===== config.mk =====
export PLATFORM = sky130hd
export DESIGN_NAME = matrix_operand_loader_flat
export DESIGN_NICKNAME = d
export VERILOG_FILES = /design/src/rtl/matrix_operand_loader_if.sv /design/src/rtl/matrix_operand_loader.sv /design/src/flat_wrapper.sv
export SDC_FILE = /design/constraint.sdc
export NUM_CORES = 1
export LEC_CHECK = 0
export ABC_AREA = 1
export BUFFER_PORTS_ARGS = -buffer_cell sky130_fd_sc_hd__clkbuf_2
export CAP_MARGIN = 15
export CELL_PAD_IN_SITES_DETAIL_PLACEMENT = 1
export CELL_PAD_IN_SITES_GLOBAL_PLACEMENT = 1
export CORE_MARGIN = 8
export CORE_UTILIZATION = 42
export CTS_CLUSTER_DIAMETER = 30
export DETAILED_ROUTE_END_ITERATION = 16
export PLACE_DENSITY = 0.9
export SETUP_SLACK_MARGIN = 0.2
export SYNTH_ARGS = -nofsm -noshare
export SYNTH_HDL_FRONTEND = slang
export SYNTH_SLANG_ARGS = --single-unit

===== constraint.sdc =====
create_clock -name Clk -period 2.7 [get_ports Clk]
set_clock_uncertainty 0.1 [all_clocks]
set_input_delay 0.135 -clock Clk [delete_from_list [all_inputs] [get_ports Clk]]
set_output_delay 0.135 -clock Clk [all_outputs]
set_load 0.005 [all_outputs]

===== src/rtl/matrix_operand_loader_if.sv =====
// Operand stream input and accelerator-side outputs of the matrix operand loader.
// The master drives the word stream; the slave is the loader itself.
interface matrix_operand_loader_if #(
  parameter int unsigned BIT_LENGTH = 16,
  parameter int unsigned PORT_COUNT = 4
);
  logic [BIT_LENGTH-1:0]            in_data;
  logic                             in_valid;
  logic                             in_ready;
  logic                             abort;
  logic [PORT_COUNT*BIT_LENGTH-1:0] multiplier_input;
  logic [PORT_COUNT*BIT_LENGTH-1:0] multiplicand_input;
  logic                             mStart;
  logic                             Add;
  logic                             direct;
  logic                             busy;
  logic                             done;

  modport master (
    output in_data, in_valid, abort,
    input  in_ready, multiplier_input, multiplicand_input, mStart, Add, direct, busy, done
  );

  modport slave (
    input  in_data, in_valid, abort,
    output in_ready, multiplier_input, multiplicand_input, mStart, Add, direct, busy, done
  );
endinterface


===== src/rtl/matrix_operand_loader.sv =====
// Collects PORT_COUNT multiplier words then PORT_COUNT multiplicand words from a valid/ready
// stream, then sequences mStart, Add and a HOLD window for the accelerator.
module matrix_operand_loader #(
  parameter int unsigned BIT_LENGTH  = 16,
  parameter int unsigned PORT_COUNT  = 4,
  parameter int unsigned HOLD_CYCLES = 2
) (
  input logic                    Clk,
  input logic                    Rst,
  matrix_operand_loader_if.slave bus
);

  localparam int unsigned LaneW = (PORT_COUNT > 1) ? $clog2(PORT_COUNT) : 1;
  localparam int unsigned HoldW = (HOLD_CYCLES > 1) ? $clog2(HOLD_CYCLES) : 1;
  localparam logic [LaneW-1:0] LastLane = LaneW'(PORT_COUNT - 1);
  localparam logic [HoldW-1:0] LastHold = HoldW'(HOLD_CYCLES - 1);

  typedef enum logic [2:0] {
    StIdle,
    StLoadA,
    StLoadB,
    StStart,
    StAdd,
    StHold
  } state_e;

  state_e                           state_q, state_d;
  logic [LaneW-1:0]                 lane_q, lane_d;
  logic [HoldW-1:0]                 hold_q, hold_d;
  logic [PORT_COUNT*BIT_LENGTH-1:0] mplier_q, mplier_d;
  logic [PORT_COUNT*BIT_LENGTH-1:0] mcand_q, mcand_d;
  logic                             in_ready_q, mstart_q, add_q, direct_q, busy_q, done_q;
  logic                             xfer;
  logic                             last_lane;

  // in_ready_q is only ever set for the two LOAD states, so it doubles as the load qualifier.
  assign xfer      = bus.in_valid & in_ready_q & ~bus.abort;
  assign last_lane = (lane_q == LastLane);

  always_comb begin
    state_d  = state_q;
    lane_d   = lane_q;
    hold_d   = hold_q;
    mplier_d = mplier_q;
    mcand_d  = mcand_q;

    if (xfer) begin
      for (int unsigned k = 0; k < PORT_COUNT; k++) begin
        if (lane_q == LaneW'(k)) begin
          if (state_q == StLoadA) mplier_d[k*BIT_LENGTH +: BIT_LENGTH] = bus.in_data;
          else                    mcand_d[k*BIT_LENGTH +: BIT_LENGTH]  = bus.in_data;
        end
      end
    end

    if (bus.abort) begin
      state_d = StLoadA;
      lane_d  = '0;
      hold_d  = '0;
    end else begin
      unique case (state_q)
        StIdle: state_d = StLoadA;
        StLoadA, StLoadB: begin
          if (xfer) begin
            lane_d = last_lane ? '0 : lane_q + 1'b1;
            if (last_lane) state_d = (state_q == StLoadA) ? StLoadB : StStart;
          end
        end
        StStart: state_d = StAdd;
        StAdd: begin
          state_d = StHold;
          hold_d  = '0;
        end
        StHold: begin
          if (hold_q == LastHold) begin
            state_d = StLoadA;
            hold_d  = '0;
          end else begin
            hold_d = hold_q + 1'b1;
          end
        end
        default: state_d = StIdle;
      endcase
    end
  end

  always_ff @(posedge Clk or negedge Rst) begin
    if (!Rst) begin
      state_q    <= StIdle;
      lane_q     <= '0;
      hold_q     <= '0;
      mplier_q   <= '0;
      mcand_q    <= '0;
      in_ready_q <= 1'b0;
      mstart_q   <= 1'b0;
      add_q      <= 1'b0;
      direct_q   <= 1'b0;
      busy_q     <= 1'b0;
      done_q     <= 1'b0;
    end else begin
      state_q    <= state_d;
      lane_q     <= lane_d;
      hold_q     <= hold_d;
      mplier_q   <= mplier_d;
      mcand_q    <= mcand_d;
      // Flags are decoded from the next state so each output comes straight from a flop.
      in_ready_q <= (state_d == StLoadA) || (state_d == StLoadB);
      mstart_q   <= (state_d == StStart);
      add_q      <= (state_d == StAdd);
      direct_q   <= (state_d == StStart) || (state_d == StAdd) || (state_d == StHold);
      busy_q     <= (state_d != StIdle);
      done_q     <= (state_d == StHold) && (hold_d == LastHold);
    end
  end

  assign bus.in_ready           = in_ready_q;
  assign bus.multiplier_input   = mplier_q;
  assign bus.multiplicand_input = mcand_q;
  assign bus.mStart             = mstart_q;
  assign bus.Add                = add_q;
  assign bus.direct             = direct_q;
  assign bus.busy               = busy_q;
  assign bus.done               = done_q;

endmodule


===== src/flat_wrapper.sv =====
// flat-port wrapper written by rule: the top's interface ports become plain ports
module matrix_operand_loader_flat 
#(
  parameter int unsigned BIT_LENGTH  = 16,
  parameter int unsigned PORT_COUNT  = 4,
  parameter int unsigned HOLD_CYCLES = 2
)
  (Clk, Rst, bus_in_data, bus_in_valid, bus_abort, bus_in_ready, bus_multiplier_input, bus_multiplicand_input, bus_mStart, bus_Add, bus_direct, bus_busy, bus_done);
  matrix_operand_loader_if #(.BIT_LENGTH(BIT_LENGTH), .PORT_COUNT(PORT_COUNT)) bus_i ();
  input logic Clk;
  input logic Rst;
  input wire logic [$bits(bus_i.in_data)-1:0] bus_in_data;
  input wire logic [$bits(bus_i.in_valid)-1:0] bus_in_valid;
  input wire logic [$bits(bus_i.abort)-1:0] bus_abort;
  output wire logic [$bits(bus_i.in_ready)-1:0] bus_in_ready;
  output wire logic [$bits(bus_i.multiplier_input)-1:0] bus_multiplier_input;
  output wire logic [$bits(bus_i.multiplicand_input)-1:0] bus_multiplicand_input;
  output wire logic [$bits(bus_i.mStart)-1:0] bus_mStart;
  output wire logic [$bits(bus_i.Add)-1:0] bus_Add;
  output wire logic [$bits(bus_i.direct)-1:0] bus_direct;
  output wire logic [$bits(bus_i.busy)-1:0] bus_busy;
  output wire logic [$bits(bus_i.done)-1:0] bus_done;
  assign bus_i.in_data = bus_in_data;
  assign bus_i.in_valid = bus_in_valid;
  assign bus_i.abort = bus_abort;
  assign bus_in_ready = bus_i.in_ready;
  assign bus_multiplier_input = bus_i.multiplier_input;
  assign bus_multiplicand_input = bus_i.multiplicand_input;
  assign bus_mStart = bus_i.mStart;
  assign bus_Add = bus_i.Add;
  assign bus_direct = bus_i.direct;
  assign bus_busy = bus_i.busy;
  assign bus_done = bus_i.done;
  matrix_operand_loader #(.BIT_LENGTH(BIT_LENGTH), .PORT_COUNT(PORT_COUNT), .HOLD_CYCLES(HOLD_CYCLES)) u_core (.Clk(Clk), .Rst(Rst), .bus(bus_i));
endmodule

==> results.tsv, run 1 <==
metric	value	unit
dr.pass1.iters	5	
diodes	0	
layout_commonest_cell	clkbuf_2	
grt_setup_unrepaired	no	
postPlaceCellArea	6200	um2
finalCritPeriodShare	66.6	%
endpoint	u_core.bus.multiplicand_input[42]	
cts_sinks	140	
tns	0	ns
critPathMostFrequentCell	nand2_1	
final_cell_mix	152 x clkbuf_2, 140 x nand2_1, 140 x dfrtp_1, 91 x o21ai_1, 27 x inv_1	
crit_arrival	1.97	ns
r2r-end	u_core.bus.multiplicand_input[42]	
slew-limit-headroom	60.3	%
clk_latency	0.42	ns
num_rows	41	
slowest_stage	dfrtp_1	
hpwl	11800	um
outcome	finished, final reports clean	
start_util	43.0	%
yosysWarnings	0	
whs	0.102	ns
portBuffers	153	
worstMarginPinSlew	0.594	ns
grt_pass1_vias	4591	
design_area	6850	um2
rr_worst_depth	7	
p_total	6.17	mW
comb_power_share	16.4	%
cts_buffers	17	
gr-total-overflow	0	
seq_power_share	43.9	%
ys_seq_area_share	64.9	%
leakagePower	3.61	nW
drive_above_1_share	33.2	%
worstSetupStartpointType	register	
end_kind	register	
grt_util_all_layers	21.5	%
drtAntennaViolNets	0	
synth_cell_types	24	
die_area	16700	um2
switching_share	26.7	%
avgSynthCellArea	10.7	um2
io_pins	154	
routedWlPerCell	20.3	um
cts-root-buf	clkbuf_16	
synth_fp_nets	528	
synth-seq-cells	140	
syn_to_final_growth	26.8	%
worst-r2r-setup-slack	0.90	ns
slew_viol_final	0	
drcViolationCount	0	
powerDensity	901	nW/um2
cts_tree	built	
place.gp.congestion	0.802	
clk_pin_slew	0.06	ns
r2r_start	u_core.bus.in_ready	
pre_cts_ws	0.947	ns
crit_start	u_core.bus.in_ready	
netlist_area	5400	um2
crit_buf_inv	1	
routed_via_density	5.04	
clockBufferDepth	2	
ir_worst_vdd	0.000493	V
max_cap_viol_count	0	
cp_max_fo	32	
die_x	129	um
wl	17100	um
antenna_found_initial	0	
h-tree-depth	4	
worstPathCellList	nand2_1 > nor2_2 > inv_2 > nor2_4 > nand2_2 > nand2_1 > o21ai_1	
core	12600	um2
crit_cells	7	
grt_max_degree	66	
postSynthCellCount	504	
fmax	0.556	GHz
hp-class	input pin to asynchronous set/reset pin	
intPower	4.52	mW
required	2.87	ns
nNetsFinal	682	
switchingPower	1.65	mW
finalCriticalPeriod	1.80	ns
setup_ws	0.901	ns
first_iter_violations	286	
clkPwrFrac	39.7	%
grt_pass1_wl	26600	um
timing_hold_violations_final	0	
die_h	129	um
worstSetupPathType	register to register	
cp_top_family	simple AND/OR/NAND/NOR gates	
crit_path_max_incr_delay	0.39	ns
setup_violations	0	
fill_cells	1434	
vias	4249	
==> power by group through the flow <==
stage	Combinational [mW]	Clock, mW	Sequential (mW)
2_1_floorplan	0.397	0	2.72
3_3_place_gp	0.963	0	2.71
3_5_place_dp	1.03	0	2.73
4_1_cts	1.04	2.49	2.71
5_1_grt	1.14	2.57	2.75
6_report	1.01	2.45	2.71
==> layer usage <==
metal  vias up  GRT usage [%]  routed length, um
li1       1956              -                  -
met1      2130           24.2               6590
met2       134           36.6               8890
met3        29           6.86               1220
met4         0           9.33                391
met5         -              0                  0
==> through the flow <==
stage          cells  util (%)
6_report         843      54.5
5_1_grt          843      54.5
4_1_cts          843      54.5
3_5_place_dp     808      49.3
3_3_place_gp     808      49.3
2_1_floorplan    504         -
==> synthesized netlist by cell type <==
library cell	number	share of area, %
or2_1	1	0.12
clkbuf_2	1	0.093
nand4_1	2	0.23
o21ai_0	16	1.5
nand2_2	3	0.35
nor2_4	3	0.63
o21ai_2	23	3.7
buf_4	4	0.56
o21ai_1	91	8.4
nand2_1	140	9.7
buf_6	15	3.1
inv_4	1	0.12
a21oi_1	2	0.19
nand3_1	9	0.83
ha_1	4	0.93
dfrtp_1	140	65
o211ai_1	1	0.14
buf_2	4	0.37
nor2_1	7	0.49
inv_1	27	1.9
nand3_4	1	0.32
nand2_4	5	1.0
inv_2	3	0.21
nor2_2	1	0.12
==> sequential cells by signal (all words and copies together), names as in the netlist <==
name / cells
u_core.bus.multiplicand_input: 64
u_core.bus.multiplier_input: 64
u_core.state_q: 3
u_core.lane_q: 2
u_core.bus.Add: 1
u_core.bus.busy: 1
u_core.bus.direct: 1
u_core.bus.done: 1
u_core.bus.in_ready: 1
u_core.bus.mStart: 1
u_core.hold_q: 1
==> logic make-up after synthesis <==
| logic type | after synthesis | synth area share [%] |
|---|---|---|
| flip-flops | 140 | 64.9 |
| AND/OR/NAND/NOR | 172 | 13.9 |
| buffers and inverters | 55 | 6.35 |
| adder cells (fa/ha/maj) | 4 | 0.927 |
| AO/OA/AOI/OAI | 133 | 14.0 |
==> final cells by class <==
type	instances	area, um2	share of cell area (%)
tap	172	215	3.14
inverter	31	119	1.74
clock buffer	25	485	7.09
clock inverter	7	135	1.97
sequential	140	3500	51.2
timing repair buffer	159	837	12.2
multi-input combinational	309	1550	22.7
==> how the worst min path moves through the flow <==
stage,slack (ns),startpoint,end,cells past startpoint
floorplan,-0.26,Rst,u_core.bus.Add,0
global placement,-0.02,Rst,u_core.bus.multiplicand_input[30],1
detailed placement,-0.009,Rst,u_core.bus.multiplicand_input[30],1
CTS,0.10,Rst,u_core.bus.multiplicand_input[30],2
global route,0.12,bus_in_data[15],u_core.bus.multiplier_input[63],3
finish,0.10,Rst,u_core.bus.multiplicand_input[17],2
==> repair_timing <==
item                      CTS  global route
hold endpoints to repair  115             0
resized for setup           0             0
setup buffers               0             0
hold buffers                3             0
Power figures use the tool's default switching activity.
==> run 2: changes to the inputs <==
--- a/config.mk
+++ b/config.mk
@@ -5,16 +5,16 @@
 export SDC_FILE = /design/constraint.sdc
 export NUM_CORES = 1
 export LEC_CHECK = 0
-export ABC_AREA = 1
+export ABC_AREA = 0
 export BUFFER_PORTS_ARGS = -buffer_cell sky130_fd_sc_hd__clkbuf_2
 export CAP_MARGIN = 15
 export CELL_PAD_IN_SITES_DETAIL_PLACEMENT = 1
 export CELL_PAD_IN_SITES_GLOBAL_PLACEMENT = 1
 export CORE_MARGIN = 8
-export CORE_UTILIZATION = 42
+export CORE_UTILIZATION = 43
 export CTS_CLUSTER_DIAMETER = 30
 export DETAILED_ROUTE_END_ITERATION = 16
-export PLACE_DENSITY = 0.9
+export PLACE_DENSITY = 0.85
 export SETUP_SLACK_MARGIN = 0.2
 export SYNTH_ARGS = -nofsm -noshare
 export SYNTH_HDL_FRONTEND = slang
==> constraint.sdc (replaced) <==
create_clock -name Clk -period 1.76 [get_ports Clk]
set_clock_uncertainty 0.1 [all_clocks]
set_input_delay 0.088 -clock Clk [delete_from_list [all_inputs] [get_ports Clk]]
set_output_delay 0.088 -clock Clk [all_outputs]
set_load 0.005 [all_outputs]
==> results.tsv, run 2 <==
metric	value	unit
outcome	finished with violations	
violations	setup timing	
worst-r2r-setup-slack	-0.04	ns
postSynthCellCount	336	
hp-class	input pin to register	
die_h	132	um
io_pins	154	
fmax	0.555	GHz
crit_path_max_incr_delay	0.44	ns
start_util	44.0	%
portBuffers	153	
diodes	0	
worstSetupPathType	register to register	
required	1.97	ns
avgSynthCellArea	17.3	um2
syn_to_final_growth	44.7	%
cts-root-buf	clkbuf_16	
min_from	bus_abort	
finalNonFillerCells	745	
drcViolationCount	0	
routed_via_density	5.15	
synth_compound_area_share	1.21	%
comb_power_share	19.3	%
drtAntennaViolNets	0	
ys_seq_area_share	60.4	%
die_x	132	um
crit_arrival	2.01	ns
tns	-1.46	ns
hpwl	11800	um
finalCriticalPeriod	1.80	ns
yosysWarnings	0	
synth-simple-area-share	6.23	%
ys_async_sr_fraction	100	%
grt_max_degree	53	
first_iter_violations	250	
netlist_area	5800	um2
synth_cell_types	32	
leakagePower	4.16	nW
setup_violations	91	
synth_area_leaders	dfrtp_1 60%, mux2_4 13%, mux2_2 11%, mux2_1 4.1%, nand4b_4 1.6%	
wl	18600	um
synth_top_family_by_area	multiplexers	
ir_worst_vdd	0.000675	V
synth_edf_count	0	
hold_depth	3	
cts_tree	built	
ys.flop_type	dfrtp_1	
antenna_found_initial	0	
clk_pin_slew	0.06	ns
routedWlPerCell	24.9	um
clockBufferDepth	2	
powerDensity	1100	nW/um2
die_area	17500	um2
critPathMostFrequentCell	buf_12	
cp_max_fo	9	
vias	3838	
synth_largest_type_area_fraction	60.4	%
whs	0.0736	ns
cts_sinks	140	
max_cap_viol_count	0	
synth_common_cells	140 x dfrtp_1, 57 x mux2_2, 50 x mux2_4, 21 x mux2_1, 7 x buf_6	
drive_above_1_share	67.7	%
grt_setup_unrepaired	yes	
dr.pass1.iters	4	
worstMarginPinSlew	0.517	ns
clkPwrFrac	36.3	%
synthXorXnorAreaFrac	0.151	%
h-tree-depth	4	
worstPathCellList	inv_4 > ha_4 > nand4b_4 > buf_12 > nor2_8 > buf_12 > mux2_4	
setup_ws	-0.0432	ns
r2r-end	u_core.bus.multiplier_input[28]	
end_kind	register	
dp_cells	682	
switchingPower	2.53	mW
grt_pass1_wl	29200	um
synth.most_common_cell	dfrtp_1	
timing_hold_violations_final	0	
grt_pass1_vias	4507	
switching_share	27.3	%
cts_buffers	17	
core	13200	um2
synth_fa_ha_area_share	0.863	%
rr_worst_depth	7	
slowest_stage	dfrtp_2	
layout_commonest_cell	clkbuf_2	
intPower	6.74	mW
synth.largest_area_cell	dfrtp_1	
slew_viol_final	0	
muxShareOfSynthArea	28.3	%
holdPathEnd	u_core.bus.busy	
slew-limit-headroom	65.5	%
pre_cts_ws	-0.0982	ns
synth_fp_nets	360	
num_rows	42	
seq_power_share	44.5	%
finalCritPeriodShare	102	%
place.gp.congestion	0.766	
nNetsFinal	580	
clk_latency	0.42	ns
grt_util_all_layers	21.9	%
r2r_start	u_core.lane_q[1]	
gr-total-overflow	0	
final_cell_mix	152 x clkbuf_2, 137 x dfrtp_1, 128 x mux2_4, 19 x dlygate4sd3_1, 18 x clkbuf_16	
synth-seq-cells	140	
worstSetupStartpointType	register	
-- run 2: cell count changes in the layout (fill, tap and decap cells not counted), moves of 7 or more --
cell	delta
inv_1	-25
nor2_1	-7
dlygate4sd3_1	+16
mux2_4	+128
o21ai_0	-13
buf_6	+10
buf_4	+8
nand2_1	-135
buf_12	+16
o21ai_2	-22
o21ai_1	-91
-- run 2: worst max-delay path by stage --
| stage | startpoint | endpoint |
|---|---|---|
| 3_5_place_dp | u_core.lane_q[1] | u_core.lane_q[0] |
| 2_1_floorplan | u_core.state_q[2] | u_core.bus.multiplier_input[53] |
| 6_report | u_core.lane_q[1] | u_core.bus.multiplier_input[28] |
| 5_1_grt | u_core.lane_q[1] | u_core.bus.multiplier_input[28] |
| 3_3_place_gp | u_core.lane_q[1] | u_core.lane_q[0] |
| 4_1_cts | u_core.lane_q[1] | u_core.bus.multiplier_input[30] |
-- run 2: worst max-delay path, delay by kind of cell (launching register included) --
family                     cells  cell delay [ns]
adders and majority gates      1             0.14
buffers and inverters          3             0.42
DFF                            1             0.44
muxes                          1             0.31
and+or+nand+nor                2             0.27
-- run 2: layout make-up --
| type | count | area [um2] |
|---|---|---|
| repair buffers | 214 | 1590 |
| clock buffers | 18 | 429 |
| flip-flops and latches | 140 | 3510 |
| well taps | 176 | 220 |
| inverters | 4 | 17.5 |
| fillers | 1241 | 4800 |
| clock inverters | 14 | 123 |
| multi-input cells | 179 | 2510 |
-- run 2: cell families after synthesis --
kind of cell,count (synthesis)
multiplexers,129
XOR/XNOR,1
adder cells (fa/ha/maj),4
AO/OA/AOI/OAI,12
flip-flops,140
AND/OR/NAND/NOR,33
buffers and inverters,17
-- run 2: metal layers --
metal  up-vias  global-route usage, %  wire length (um)
li1       1635                      -                 -
met1      2041                   26.2              7570
met2       138                   36.8              9600
met3        24                   6.97              1120
met4         0                   6.76               286
met5         -                      0                 0
-- run 2: what timing repair did --
item,4_1_cts,5_1_grt
endpoints found under the setup margin,131,133
cloned,1,1
buffers inserted,9,1
gates resized for setup,58,14
hold buffers,19,0
hold endpoints to repair,271,0
pin swaps,8,6
-- run 2: stage by stage --
stage / total power [mW] / area (um2) / utilization, %
6_report: 9.27 / 8390 / 63.6
5_1_grt: 9.63 / 8390 / 63.6
4_1_cts: 9.33 / 8310 / 63.0
3_5_place_dp: 5.74 / 7240 / 54.9
3_3_place_gp: 5.62 / 7240 / 54.9
2_1_floorplan: 4.76 / 6010 / -
-- run 2: power by group through the flow --
stage                     Clock (mW)  Combinational (mW)  Sequential (mW)
after floorplan                    0               0.700             4.06
after global placement             0                1.51             4.11
after detailed placement           0                1.60             4.14
after CTS                       3.42                1.79             4.11
after global routing            3.54                1.92             4.16
final                           3.36                1.79             4.12
==> run 3: changes to the inputs <==
--- a/config.mk
+++ b/config.mk
@@ -16,6 +16,7 @@
 export DETAILED_ROUTE_END_ITERATION = 16
 export PLACE_DENSITY = 0.85
 export SETUP_SLACK_MARGIN = 0.2
+export SKIP_LAST_GASP = 1
 export SYNTH_ARGS = -nofsm -noshare
 export SYNTH_HDL_FRONTEND = slang
 export SYNTH_SLANG_ARGS = --single-unit
==> constraint.sdc (replaced) <==
create_clock -name Clk -period 1.76 [get_ports Clk]
set_clock_uncertainty 0.1 [all_clocks]
set_input_delay 0.352 -clock Clk [delete_from_list [all_inputs] [get_ports Clk]]
set_output_delay 0.352 -clock Clk [all_outputs]
set_load 0.005 [all_outputs]
==> results.tsv, run 3 (synthesis gave the netlist of run 2 again) <==
metric	value	unit
diodes	0	
h-tree-depth	4	
cts-root-buf	clkbuf_16	
die_x	132	um
drcViolationCount	0	
grt_setup_unrepaired	yes	
end_kind	register	
drive_above_1_share	68.2	%
routed_via_density	5.09	
portBuffers	153	
ir_worst_vdd	0.000630	V
gr-total-overflow	0	
p_total	9.33	mW
worstMarginPinSlew	0.361	ns
violations	setup timing	
vias	3715	
crit_arrival	2.06	ns
worstSetupStartpointType	register	
cts_sinks	140	
start_util	44.0	%
io_pins	154	
syn_to_final_growth	41.7	%
antenna_found_initial	0	
hpwl	11700	um
fmax	0.536	GHz
drtAntennaViolNets	0	
finalNonFillerCells	730	
timing_hold_violations_final	0	
die_h	132	um
cts_buffers	17	
num_rows	42	
die_area	17500	um2
cp_max_fo	7	
grt_util_all_layers	20.2	%
powerDensity	1140	nW/um2
whs	0.190	ns
layout_commonest_cell	clkbuf_2	
clockBufferDepth	2	
slew-limit-headroom	75.8	%
setup_violations	126	
place.gp.congestion	0.755	
max_cap_viol_count	0	
leakagePower	4.11	nW
setup_ws	-0.106	ns
nNetsFinal	566	
outcome	finished with violations	
routedWlPerCell	24.0	um
core	13200	um2
slew_viol_final	0	
clk_latency	0.41	ns
hp-class	input pin to register	
final_util	62.3	%
wl	17500	um
dr.pass1.iters	4	
cts_tree	built	
tns	-6.42	ns
worstSetupPathType	register to register	
fill_cells	1249	
finalCriticalPeriod	1.87	ns
grt_pass1_wl	27200	um
grt_pass1_vias	4292	
clk_pin_slew	0.06	ns
grt_max_degree	42	
first_iter_violations	150	
final_cell_mix	152 x clkbuf_2, 137 x dfrtp_1, 118 x mux2_4, 18 x clkbuf_16, 16 x buf_12	
dp_cells	683	
required	1.95	ns
finalCritPeriodShare	106	%
run 3: cell types whose count changed in the layout (fill, tap and decap cells not counted), moves of 2 or more:
| cell | before | now |
|---|---|---|
| inv_6 | 2 | 0 |
| dlygate4sd3_1 | 19 | 1 |
| mux2_1 | 0 | 9 |
| clkbuf_8 | 0 | 4 |
| clkinv_2 | 4 | 2 |
| buf_4 | 10 | 15 |
| clkbuf_1 | 1 | 4 |
| buf_6 | 11 | 14 |
| mux2_4 | 128 | 118 |
| clkinv_4 | 2 | 0 |
| clkinvlp_4 | 5 | 2 |
| buf_8 | 3 | 0 |
run 3: path summary, 6_finish.rpt:
check	start	endpoint	slack [ns]	depth (start not counted)
worst min-delay path	bus_abort	u_core.lane_q[0]	0.19	2
min in group asynchronous	Rst	u_core.bus.multiplicand_input[44]	0.27	2
worst min register to register	u_core.bus.multiplier_input[61]	u_core.bus.multiplier_input[61]	0.39	1
max in group asynchronous	Rst	u_core.bus.multiplicand_input[49]	0.71	3
worst max-delay path	u_core.lane_q[0]	u_core.bus.multiplicand_input[42]	-0.11	7
worst max register to register	u_core.lane_q[0]	u_core.bus.multiplicand_input[42]	-0.11	7
run 3: layer usage:
metal	vias to the layer above	wire (um)	track usage (%)
met1	1970	7590	25.4
met3	10	1050	7.01
li1	1605	-	-
met4	0	105	5.30
met2	130	8790	32.7
met5	-	0	0
run 3: final cells by class:
class	count	area [um2]	share of cell area, %
clock buffers	25	495	6.03
clock inverters	6	85.1	1.03
inverters	4	17.5	0.213
multi-input cells	179	2480	30.2
flip-flops and latches	140	3510	42.7
well taps	176	220	2.68
repair buffers	200	1410	17.2
run 3: where the power goes:
part	leakage, nW	total (mW)	internal, mW	switching, mW
Clock	0.279	3.51	2.22	1.29
Sequential	1.84	4.11	3.72	0.386
Combinational	2.00	1.72	1.04	0.680
Total	4.11	9.33	6.98	2.35
run 3: worst max-delay path, cell delays in order (launching register included):
cell and delay [ns]:
dfrtp_2 0.48, inv_4 0.12, ha_4 0.14, nand4b_4 0.16
nor2_4 0.17, buf_6 0.12, buf_12 0.14, mux2_4 0.31
run 3: metrics by stage:
step,setup WS [ns],cell area [um2]
after CTS,-0.0664,8130
after global routing,-0.153,8220
after detailed placement,-0.153,7270
after floorplan,-0.0895,6010
final,-0.106,8220
after global placement,-0.0196,7270
run 3: what timing repair did:
action	4_1_cts	5_1_grt
resized for setup	47	12
gates cloned	1	1
pin swaps	6	5
setup endpoints to repair	132	137
hold endpoints to repair	22	0
hold buffers	1	0
setup buffers	9	4
